**src/rtl/ac_cfg_pkg.sv**
```systemverilog
// SSM2603 configuration table and acDriver i2c Avalon slave register map.
// Shared by the sequencer top and its byte-transfer engine.
package ac_cfg_pkg;

  typedef struct packed {
    logic [6:0] adr;
    logic [8:0] data;
    logic       dly;
  } acCfgEntry_t;

  localparam int N_TBL = 12;

  // 24-bit left-justified; R15 reset first, R6 power-up last after R9 activate
  localparam acCfgEntry_t CFG_TBL [N_TBL] = '{
    '{adr: 7'd15, data: 9'h000, dly: 1'b1},
    '{adr: 7'd6,  data: 9'h072, dly: 1'b0},
    '{adr: 7'd0,  data: 9'h017, dly: 1'b0},
    '{adr: 7'd1,  data: 9'h017, dly: 1'b0},
    '{adr: 7'd2,  data: 9'h079, dly: 1'b0},
    '{adr: 7'd3,  data: 9'h079, dly: 1'b0},
    '{adr: 7'd4,  data: 9'h012, dly: 1'b0},
    '{adr: 7'd5,  data: 9'h000, dly: 1'b0},
    '{adr: 7'd7,  data: 9'h009, dly: 1'b0},
    '{adr: 7'd8,  data: 9'h000, dly: 1'b0},
    '{adr: 7'd9,  data: 9'h001, dly: 1'b1},
    '{adr: 7'd6,  data: 9'h062, dly: 1'b0}
  };

  localparam logic [1:0] I2C_ADR_TXDATA = 2'd0;
  localparam logic [1:0] I2C_ADR_CMD    = 2'd1;
  localparam logic [1:0] I2C_ADR_STATUS = 2'd2;
  localparam logic [1:0] I2C_ADR_IRQCLR = 2'd3;

  localparam logic [3:0] CMD_START = 4'b0001;
  localparam logic [3:0] CMD_STOP  = 4'b0010;
  localparam logic [3:0] CMD_WRITE = 4'b0100;
  localparam logic [3:0] CMD_READ  = 4'b1000;

  localparam int STAT_NACK_BIT = 1;

endpackage

```
**src/rtl/ac_cfg_byte_xfer.sv**
```systemverilog
// Pushes one byte (or a bare command) through the acDriver i2c Avalon slave
// and reports completion with the sampled NACK flag.
module ac_cfg_byte_xfer
  import ac_cfg_pkg::*;
(
  input  logic       mstClk,
  input  logic       mstResetN,
  input  logic       go,
  input  logic       cmdOnly,
  input  logic [7:0] txByte,
  input  logic [3:0] cmd,
  output logic       rdy,
  output logic       nack,
  output logic [1:0] i2cAvsAdr,
  output logic       i2cAvsWr,
  output logic [7:0] i2cAvsWrData,
  output logic       i2cAvsRd,
  input  logic [7:0] i2cAvsRdData,
  input  logic       i2cIrq
);

  localparam logic [2:0] S_IDLE     = 3'd0;
  localparam logic [2:0] S_WR_DATA  = 3'd1;
  localparam logic [2:0] S_WR_CMD   = 3'd2;
  localparam logic [2:0] S_WAIT_IRQ = 3'd3;
  localparam logic [2:0] S_CLR_IRQ  = 3'd4;
  localparam logic [2:0] S_RD_STAT  = 3'd5;
  localparam logic [2:0] S_CHK      = 3'd6;

  logic [2:0] state_q, state_d;
  logic [7:0] byte_q, byte_d;
  logic [3:0] cmd_q, cmd_d;
  logic       cmdOnly_q, cmdOnly_d;
  logic       stat_unused;

  assign stat_unused = ^{i2cAvsRdData[7:2], i2cAvsRdData[0]};

  always_comb begin
    state_d      = state_q;
    byte_d       = byte_q;
    cmd_d        = cmd_q;
    cmdOnly_d    = cmdOnly_q;
    rdy          = 1'b0;
    nack         = 1'b0;
    i2cAvsAdr    = 2'd0;
    i2cAvsWr     = 1'b0;
    i2cAvsWrData = 8'h00;
    i2cAvsRd     = 1'b0;
    case (state_q)
      S_IDLE: if (go) begin
        byte_d    = txByte;
        cmd_d     = cmd;
        cmdOnly_d = cmdOnly;
        state_d   = cmdOnly ? S_WR_CMD : S_WR_DATA;
      end
      S_WR_DATA: begin
        i2cAvsWr     = 1'b1;
        i2cAvsAdr    = I2C_ADR_TXDATA;
        i2cAvsWrData = byte_q;
        state_d      = S_WR_CMD;
      end
      S_WR_CMD: begin
        i2cAvsWr     = 1'b1;
        i2cAvsAdr    = I2C_ADR_CMD;
        i2cAvsWrData = {4'b0000, cmd_q};
        // a bare STOP produces no byte, so there is nothing to wait for
        if (cmdOnly_q) begin
          rdy     = 1'b1;
          state_d = S_IDLE;
        end else begin
          state_d = S_WAIT_IRQ;
        end
      end
      S_WAIT_IRQ: if (i2cIrq) state_d = S_CLR_IRQ;
      S_CLR_IRQ: begin
        i2cAvsWr  = 1'b1;
        i2cAvsAdr = I2C_ADR_IRQCLR;
        state_d   = S_RD_STAT;
      end
      S_RD_STAT: begin
        i2cAvsRd  = 1'b1;
        i2cAvsAdr = I2C_ADR_STATUS;
        state_d   = S_CHK;
      end
      S_CHK: begin
        rdy     = 1'b1;
        nack    = i2cAvsRdData[STAT_NACK_BIT];
        state_d = S_IDLE;
      end
      default: state_d = S_IDLE;
    endcase
  end

  always_ff @(posedge mstClk or negedge mstResetN) begin
    if (!mstResetN) begin
      state_q   <= S_IDLE;
      byte_q    <= 8'h00;
      cmd_q     <= 4'h0;
      cmdOnly_q <= 1'b0;
    end else begin
      state_q   <= state_d;
      byte_q    <= byte_d;
      cmd_q     <= cmd_d;
      cmdOnly_q <= cmdOnly_d;
    end
  end

endmodule

```
**src/rtl/ac_cfg_sequencer.sv**
```systemverilog
// SSM2603 configuration sequencer: replays CFG_TBL with per-register NACK retry,
// then serves single host register writes between table runs.
module ac_cfg_sequencer
  import ac_cfg_pkg::*;
#(
  parameter int         CLK_MASTER_FRQ = 50_000_000,
  parameter logic [6:0] DEV_ADR        = 7'h1A,
  parameter int         N_RETRY        = 3,
  parameter int         DELAY_US       = 100,
  parameter bit         AUTO_START     = 1'b1
) (
  input  logic       mstClk,
  input  logic       mstResetN,
  input  logic       start,
  output logic       busy,
  output logic       done,
  output logic       err,
  output logic [4:0] errIdx,
  input  logic       hostReq,
  input  logic [6:0] hostRegAdr,
  input  logic [8:0] hostRegData,
  output logic       hostAck,
  output logic [1:0] i2cAvsAdr,
  output logic       i2cAvsWr,
  output logic [7:0] i2cAvsWrData,
  output logic       i2cAvsRd,
  input  logic [7:0] i2cAvsRdData,
  input  logic       i2cIrq
);

  localparam int DLY_RAW = CLK_MASTER_FRQ / 1_000_000 * DELAY_US;
  localparam int DLY_CYC = (DLY_RAW < 1) ? 1 : DLY_RAW;
  localparam int DW      = $clog2(DLY_CYC + 1);
  localparam int RW      = (N_RETRY < 1) ? 1 : $clog2(N_RETRY + 1);

  localparam logic [3:0] S_IDLE  = 4'd0;
  localparam logic [3:0] S_LOAD  = 4'd1;
  localparam logic [3:0] S_XFER  = 4'd2;
  localparam logic [3:0] S_NEXT  = 4'd3;
  localparam logic [3:0] S_DELAY = 4'd4;
  localparam logic [3:0] S_DONE  = 4'd5;
  localparam logic [3:0] S_HOST  = 4'd6;
  localparam logic [3:0] S_HACK  = 4'd7;
  localparam logic [3:0] S_STOP  = 4'd8;
  localparam logic [3:0] S_ERR   = 4'd9;

  logic [3:0]    state_q, state_d;
  logic [4:0]    tblIdx_q, tblIdx_d;
  logic [RW-1:0] retry_q, retry_d;
  logic [1:0]    bIdx_q, bIdx_d;
  logic [6:0]    adr_q, adr_d;
  logic [8:0]    data_q, data_d;
  logic          dly_q, dly_d;
  logic          isHost_q, isHost_d;
  logic          inFlight_q, inFlight_d;
  logic [DW-1:0] dlyCnt_q, dlyCnt_d;
  logic          done_q, done_d;
  logic          err_q, err_d;
  logic [4:0]    errIdx_q, errIdx_d;
  logic          autoPend_q;

  logic          startEff, lastEntry;
  logic          xGo, xCmdOnly, xRdy, xNack;
  logic [7:0]    xByte;
  logic [3:0]    xCmd;
  acCfgEntry_t   ent;

  assign startEff  = start | autoPend_q;
  assign lastEntry = (tblIdx_q == 5'(N_TBL - 1));
  assign ent       = CFG_TBL[tblIdx_q[3:0]];
  assign xCmdOnly  = (state_q == S_STOP);
  assign xGo       = ((state_q == S_XFER) || (state_q == S_STOP)) && !inFlight_q;

  always_comb begin
    xByte = 8'h00;
    xCmd  = CMD_STOP;
    if (state_q != S_STOP) begin
      case (bIdx_q)
        2'd0:    begin xByte = {DEV_ADR, 1'b0};       xCmd = CMD_START | CMD_WRITE; end
        2'd1:    begin xByte = {adr_q, data_q[8]};    xCmd = CMD_WRITE;             end
        default: begin xByte = data_q[7:0];           xCmd = CMD_WRITE | CMD_STOP;  end
      endcase
    end
  end

  ac_cfg_byte_xfer u_xfer (
    .mstClk       (mstClk),
    .mstResetN    (mstResetN),
    .go           (xGo),
    .cmdOnly      (xCmdOnly),
    .txByte       (xByte),
    .cmd          (xCmd),
    .rdy          (xRdy),
    .nack         (xNack),
    .i2cAvsAdr    (i2cAvsAdr),
    .i2cAvsWr     (i2cAvsWr),
    .i2cAvsWrData (i2cAvsWrData),
    .i2cAvsRd     (i2cAvsRd),
    .i2cAvsRdData (i2cAvsRdData),
    .i2cIrq       (i2cIrq)
  );

  always_comb begin
    state_d    = state_q;
    tblIdx_d   = tblIdx_q;
    retry_d    = retry_q;
    bIdx_d     = bIdx_q;
    adr_d      = adr_q;
    data_d     = data_q;
    dly_d      = dly_q;
    isHost_d   = isHost_q;
    dlyCnt_d   = dlyCnt_q;
    done_d     = done_q;
    err_d      = err_q;
    errIdx_d   = errIdx_q;
    inFlight_d = xRdy ? 1'b0 : (xGo ? 1'b1 : inFlight_q);
    case (state_q)
      S_IDLE: begin
        // start outranks a host request arriving in the same cycle
        if (startEff) begin
          done_d   = 1'b0;
          err_d    = 1'b0;
          tblIdx_d = 5'd0;
          retry_d  = '0;
          isHost_d = 1'b0;
          state_d  = S_LOAD;
        end else if (hostReq) begin
          adr_d    = hostRegAdr;
          data_d   = hostRegData;
          dly_d    = 1'b0;
          retry_d  = '0;
          isHost_d = 1'b1;
          state_d  = S_HOST;
        end
      end
      S_LOAD: begin
        adr_d   = ent.adr;
        data_d  = ent.data;
        dly_d   = ent.dly;
        bIdx_d  = 2'd0;
        state_d = S_XFER;
      end
      S_HOST: begin
        bIdx_d  = 2'd0;
        state_d = S_XFER;
      end
      S_XFER: if (xRdy) begin
        if (xNack)              state_d = S_STOP;
        else if (bIdx_q == 2'd2) state_d = isHost_q ? S_HACK : S_NEXT;
        else                    bIdx_d  = bIdx_q + 2'd1;
      end
      S_STOP: if (xRdy) begin
        if (retry_q == RW'(N_RETRY)) begin
          state_d = S_ERR;
        end else begin
          retry_d = retry_q + RW'(1);
          bIdx_d  = 2'd0;
          state_d = S_XFER;
        end
      end
      S_NEXT: begin
        retry_d  = '0;
        dlyCnt_d = '0;
        if (dly_q)          state_d = S_DELAY;
        else if (lastEntry) state_d = S_DONE;
        else begin
          tblIdx_d = tblIdx_q + 5'd1;
          state_d  = S_LOAD;
        end
      end
      S_DELAY: begin
        if (dlyCnt_q != DW'(DLY_CYC - 1)) dlyCnt_d = dlyCnt_q + DW'(1);
        else if (lastEntry)              state_d  = S_DONE;
        else begin
          tblIdx_d = tblIdx_q + 5'd1;
          state_d  = S_LOAD;
        end
      end
      S_DONE: begin
        done_d  = 1'b1;
        state_d = S_IDLE;
      end
      S_HACK: state_d = S_IDLE;
      S_ERR: begin
        err_d = 1'b1;
        if (!isHost_q) errIdx_d = tblIdx_q;
        state_d = S_IDLE;
      end
      default: state_d = S_IDLE;
    endcase
  end

  always_ff @(posedge mstClk or negedge mstResetN) begin
    if (!mstResetN) begin
      state_q    <= S_IDLE;
      tblIdx_q   <= 5'd0;
      retry_q    <= '0;
      bIdx_q     <= 2'd0;
      adr_q      <= 7'd0;
      data_q     <= 9'd0;
      dly_q      <= 1'b0;
      isHost_q   <= 1'b0;
      inFlight_q <= 1'b0;
      dlyCnt_q   <= '0;
      done_q     <= 1'b0;
      err_q      <= 1'b0;
      errIdx_q   <= 5'd0;
      autoPend_q <= AUTO_START;
    end else begin
      state_q    <= state_d;
      tblIdx_q   <= tblIdx_d;
      retry_q    <= retry_d;
      bIdx_q     <= bIdx_d;
      adr_q      <= adr_d;
      data_q     <= data_d;
      dly_q      <= dly_d;
      isHost_q   <= isHost_d;
      inFlight_q <= inFlight_d;
      dlyCnt_q   <= dlyCnt_d;
      done_q     <= done_d;
      err_q      <= err_d;
      errIdx_q   <= errIdx_d;
      autoPend_q <= 1'b0;
    end
  end

  assign busy    = (state_q != S_IDLE);
  assign done    = done_q;
  assign err     = err_q;
  assign errIdx  = errIdx_q;
  assign hostAck = (state_q == S_HACK) || ((state_q == S_ERR) && isHost_q);

endmodule

```
**config.mk**
```make
export PLATFORM = sky130hd
export DESIGN_NAME = ac_cfg_sequencer
export DESIGN_NICKNAME = d
export VERILOG_FILES = /design/src/rtl/ac_cfg_pkg.sv /design/src/rtl/ac_cfg_byte_xfer.sv /design/src/rtl/ac_cfg_sequencer.sv
export SDC_FILE = /design/constraint.sdc
export NUM_CORES = 1
export LEC_CHECK = 0
export CAP_MARGIN = 20
export CORE_ASPECT_RATIO = 1.2
export CORE_MARGIN = 10
export CORE_UTILIZATION = 40
export CTS_CLUSTER_SIZE = 20
export DETAILED_ROUTE_END_ITERATION = 10
export PLACE_DENSITY = 0.72
export SYNTH_ARGS = -nofsm -noshare
export SYNTH_HDL_FRONTEND = slang
export SYNTH_SLANG_ARGS = --single-unit
export TNS_END_PERCENT = 100
```
**constraint.sdc**
```tcl
create_clock -name mstClk -period 6.15 [get_ports mstClk]
set_input_delay 1.5375 -clock mstClk [delete_from_list [all_inputs] [get_ports mstClk]]
set_output_delay 1.5375 -clock mstClk [all_outputs]
set_load 0.02 [all_outputs]
```
==> run summary <==
R2R depth = 4
Cell taking the most area after synthesis = dfrtp_1
CP Max Fanout = 18
Insertion delay to the later sink of the worst-skew pair = 330 ps
Cts hold-fix bufs = 0
Commonest non-fill, non-tap cell in the layout = dfrtp_1
Worst slack at placement = 2630 ps
GRT overflow = 0
Post-synthesis sequential area ratio = 0.442
Fin crit period = 3890 ps
Ports = 50
Crit path DAT = 2350 ps
Chip Width = 110 um
Initial drt markers = 227
WL/cell = 15.4 um
Worst slew margin = 0.345
Mapped Cells = 425
Tcrit/Tclk final = 0.633
Syn nets = 468
Crit path cell chain = nand2b_1, nor2_1, nand2_1, a21oi_1, clkdlybuf4s50_1
F_max = 0.257 GHz
#FFs+latches synth = 68
Clk slew on worst S/H paths = 60 ps
Area post-placement = 4340 sq um
Clock skew = 9.38 ps
Mapped cell area = 3850 sq um
Largest net degree at the start of global routing = 69
Post-route DRC = 0
Root buf cell = clkbuf_16
Maximum VDD drop = 155 uV
Syn-to-layout area delta = 20.4%
Slowest-stage cell, CP = dfrtp_1
Vias in the first global route = 3,203
Slowest cell delay on critical path = 780 ps
Vias per cell = 5.47
Max-Cap Viols = 0
Buf/Inv on CP = 1
Worst path top cell family by delay = flip-flops
Post-DP HPWL = 6310 um
Post-CTS sizing = 0
Commonest non-fill, non-tap cells in the layout = dfrtp_1, nand2_1, clkdlybuf4s50_1
Crit Path Class = register to output port
CP required = 4610 ps
Clock Path Buffers = 2
Rows = 39
N_diodes = 0
H-tree depth = 3
Die ar. = 14,000 sq um
Core ar. = 9470 sq um
CTS Buf Count = 9
Final core utilization = 0.490
Synth area leaders = dfrtp_1, nand2_1, o21ai_0, ha_1, nor2_1
PortBufs = 42
Cell leakage power = 1.99 nW
Ys Warns = 0
Nets = 499
Share of the synthesized area in the top cell type = 0.435
Via count = 3,194
Wirelength, routed = 8970 um
Pwr/cell area = 432 nW/um^2
Postcts setup bufs = 0
Status = finished clean
Setup tns final = 0 ps
Crit path depth = 5
Fraction of registers with async set/reset = 1.00
Unrepaired setup endpoints after global routing = no
Initial antenna violation count = 0
DR pass1 iterations = 4
GR Util All Layers = 0.137
Synth unique cells = 62
Initial Util = 0.407
CTS tree = yes
Global-route wire length before repair = 15,600 um
Worst-Margin Slew = 975 ps
Type of origin of the critical path = register
Final Slew Violations = 0
Overall power = 2.00 mW
Crit end category = output port
CTS sink count = 68
Design area = 4640 sq um
Post-synth top flop = dfrtp_1
Hold Path Class = register to register
Share of post-route cells with drive strength above 1 = 0.0889
Final Hold Fails = 0
Routability cong. = 0.859
Min-Delay Path Depth = 2
Final setup fails = 0
Die Y = 127 um
Syn avg cell area = 9.06 sq um
Post-synth EDFFs = 0
Final WS setup = 2260 ps
Routed Antenna Nets = 0
layer usage:
metal / track usage / vias up / part of all wire
met5: 0 / - / 0
met2: 0.229 / 53 / 0.52
met1: 0.167 / 1559 / 0.42
met4: 0.0552 / 0 / 0.016
li1: - / 1571 / -
met3: 0.0287 / 11 / 0.042
where the power goes:
part / total [mW] / internal (mW) / switching, mW
Clock: 0.522 / 0.316 / 0.206
Sequential: 0.725 / 0.571 / 0.154
Combinational: 0.756 / 0.341 / 0.415
Total: 2.00 / 1.23 / 0.775
final cells by class:
class,count,area (sq um)
clock buffer,9,225
clock inverter,7,73.8
fill,929,4830
inverter,12,45.0
multi-input combinational,321,2010
sequential,68,1700
tap,123,154
timing repair buffer,44,430
cells by family (layout without fill, tap and decap cells):
family / after synthesis / count (layout) / share of synthesized area
AOI/OAI and AO/OA: 109 / 109 / 0.176
xor gates and xnor gates: 10 / 10 / 0.0227
adders and majority gates: 14 / 14 / 0.0455
buffers and inverters: 36 / 72 / 0.0383
DFF: 68 / 68 / 0.442
muxes: 16 / 16 / 0.0439
other: 1 / 1 / 0.000974
and+or+nand+nor: 171 / 171 / 0.230
worst register-to-register path, delay by kind of cell, from the launching register on:
kind             cells  cell delay, ps
AND/OR/NAND/NOR      2             820
XOR/XNOR             1             220
flip-flops           1             790
multiplexers         1             490
synth_stat cells, types with 3 or more instances:
master	number
xor2_1	6
buf_2	4
ha_1	14
mux2i_1	9
o31ai_1	5
nand4_1	5
a21oi_1	24
clkbuf_1	17
a31oi_1	8
xnor2_1	4
nand3_1	11
nand2b_1	3
inv_1	12
nor2b_1	5
o21ai_0	40
nor2_1	37
nor3_1	7
or3_1	9
dfrtp_1	67
mux2_2	6
a211oi_1	4
a22oi_1	9
nand2_1	63
and2_1	8
per-stage QoR:
stage	std cells	hold slack, ps
after floorplan	425	440
after global placement	568	455
after detailed placement	568	464
after CTS	584	477
after global routing	584	511
final	584	473
registers in the layout (all words and copies together), names as in the netlist, 2 cells and up:
| register | flops |
|---|---|
| dlyCnt_q | 13 |
| data_q | 9 |
| u_xfer.byte_q | 8 |
| adr_q | 7 |
| errIdx | 5 |
| tblIdx_q | 5 |
| state_q | 4 |
| u_xfer.cmd_q | 3 |
| u_xfer.state_q | 3 |
| bIdx_q | 2 |
| retry_q | 2 |
final timing paths:
path	from	slack [ps]	end
worst max-delay path	state_q[3]	2260	hostAck
worst min-delay path	u_xfer.byte_q[4]	470	u_xfer.byte_q[4]
worst max register to register	state_q[1]	3710	u_xfer.cmd_q[2]
worst min register to register	u_xfer.byte_q[4]	470	u_xfer.byte_q[4]
max in group asynchronous	mstResetN	4180	tblIdx_q[1]
min in group asynchronous	mstResetN	1390	errIdx[3]
Power figures use the tool's default switching activity.
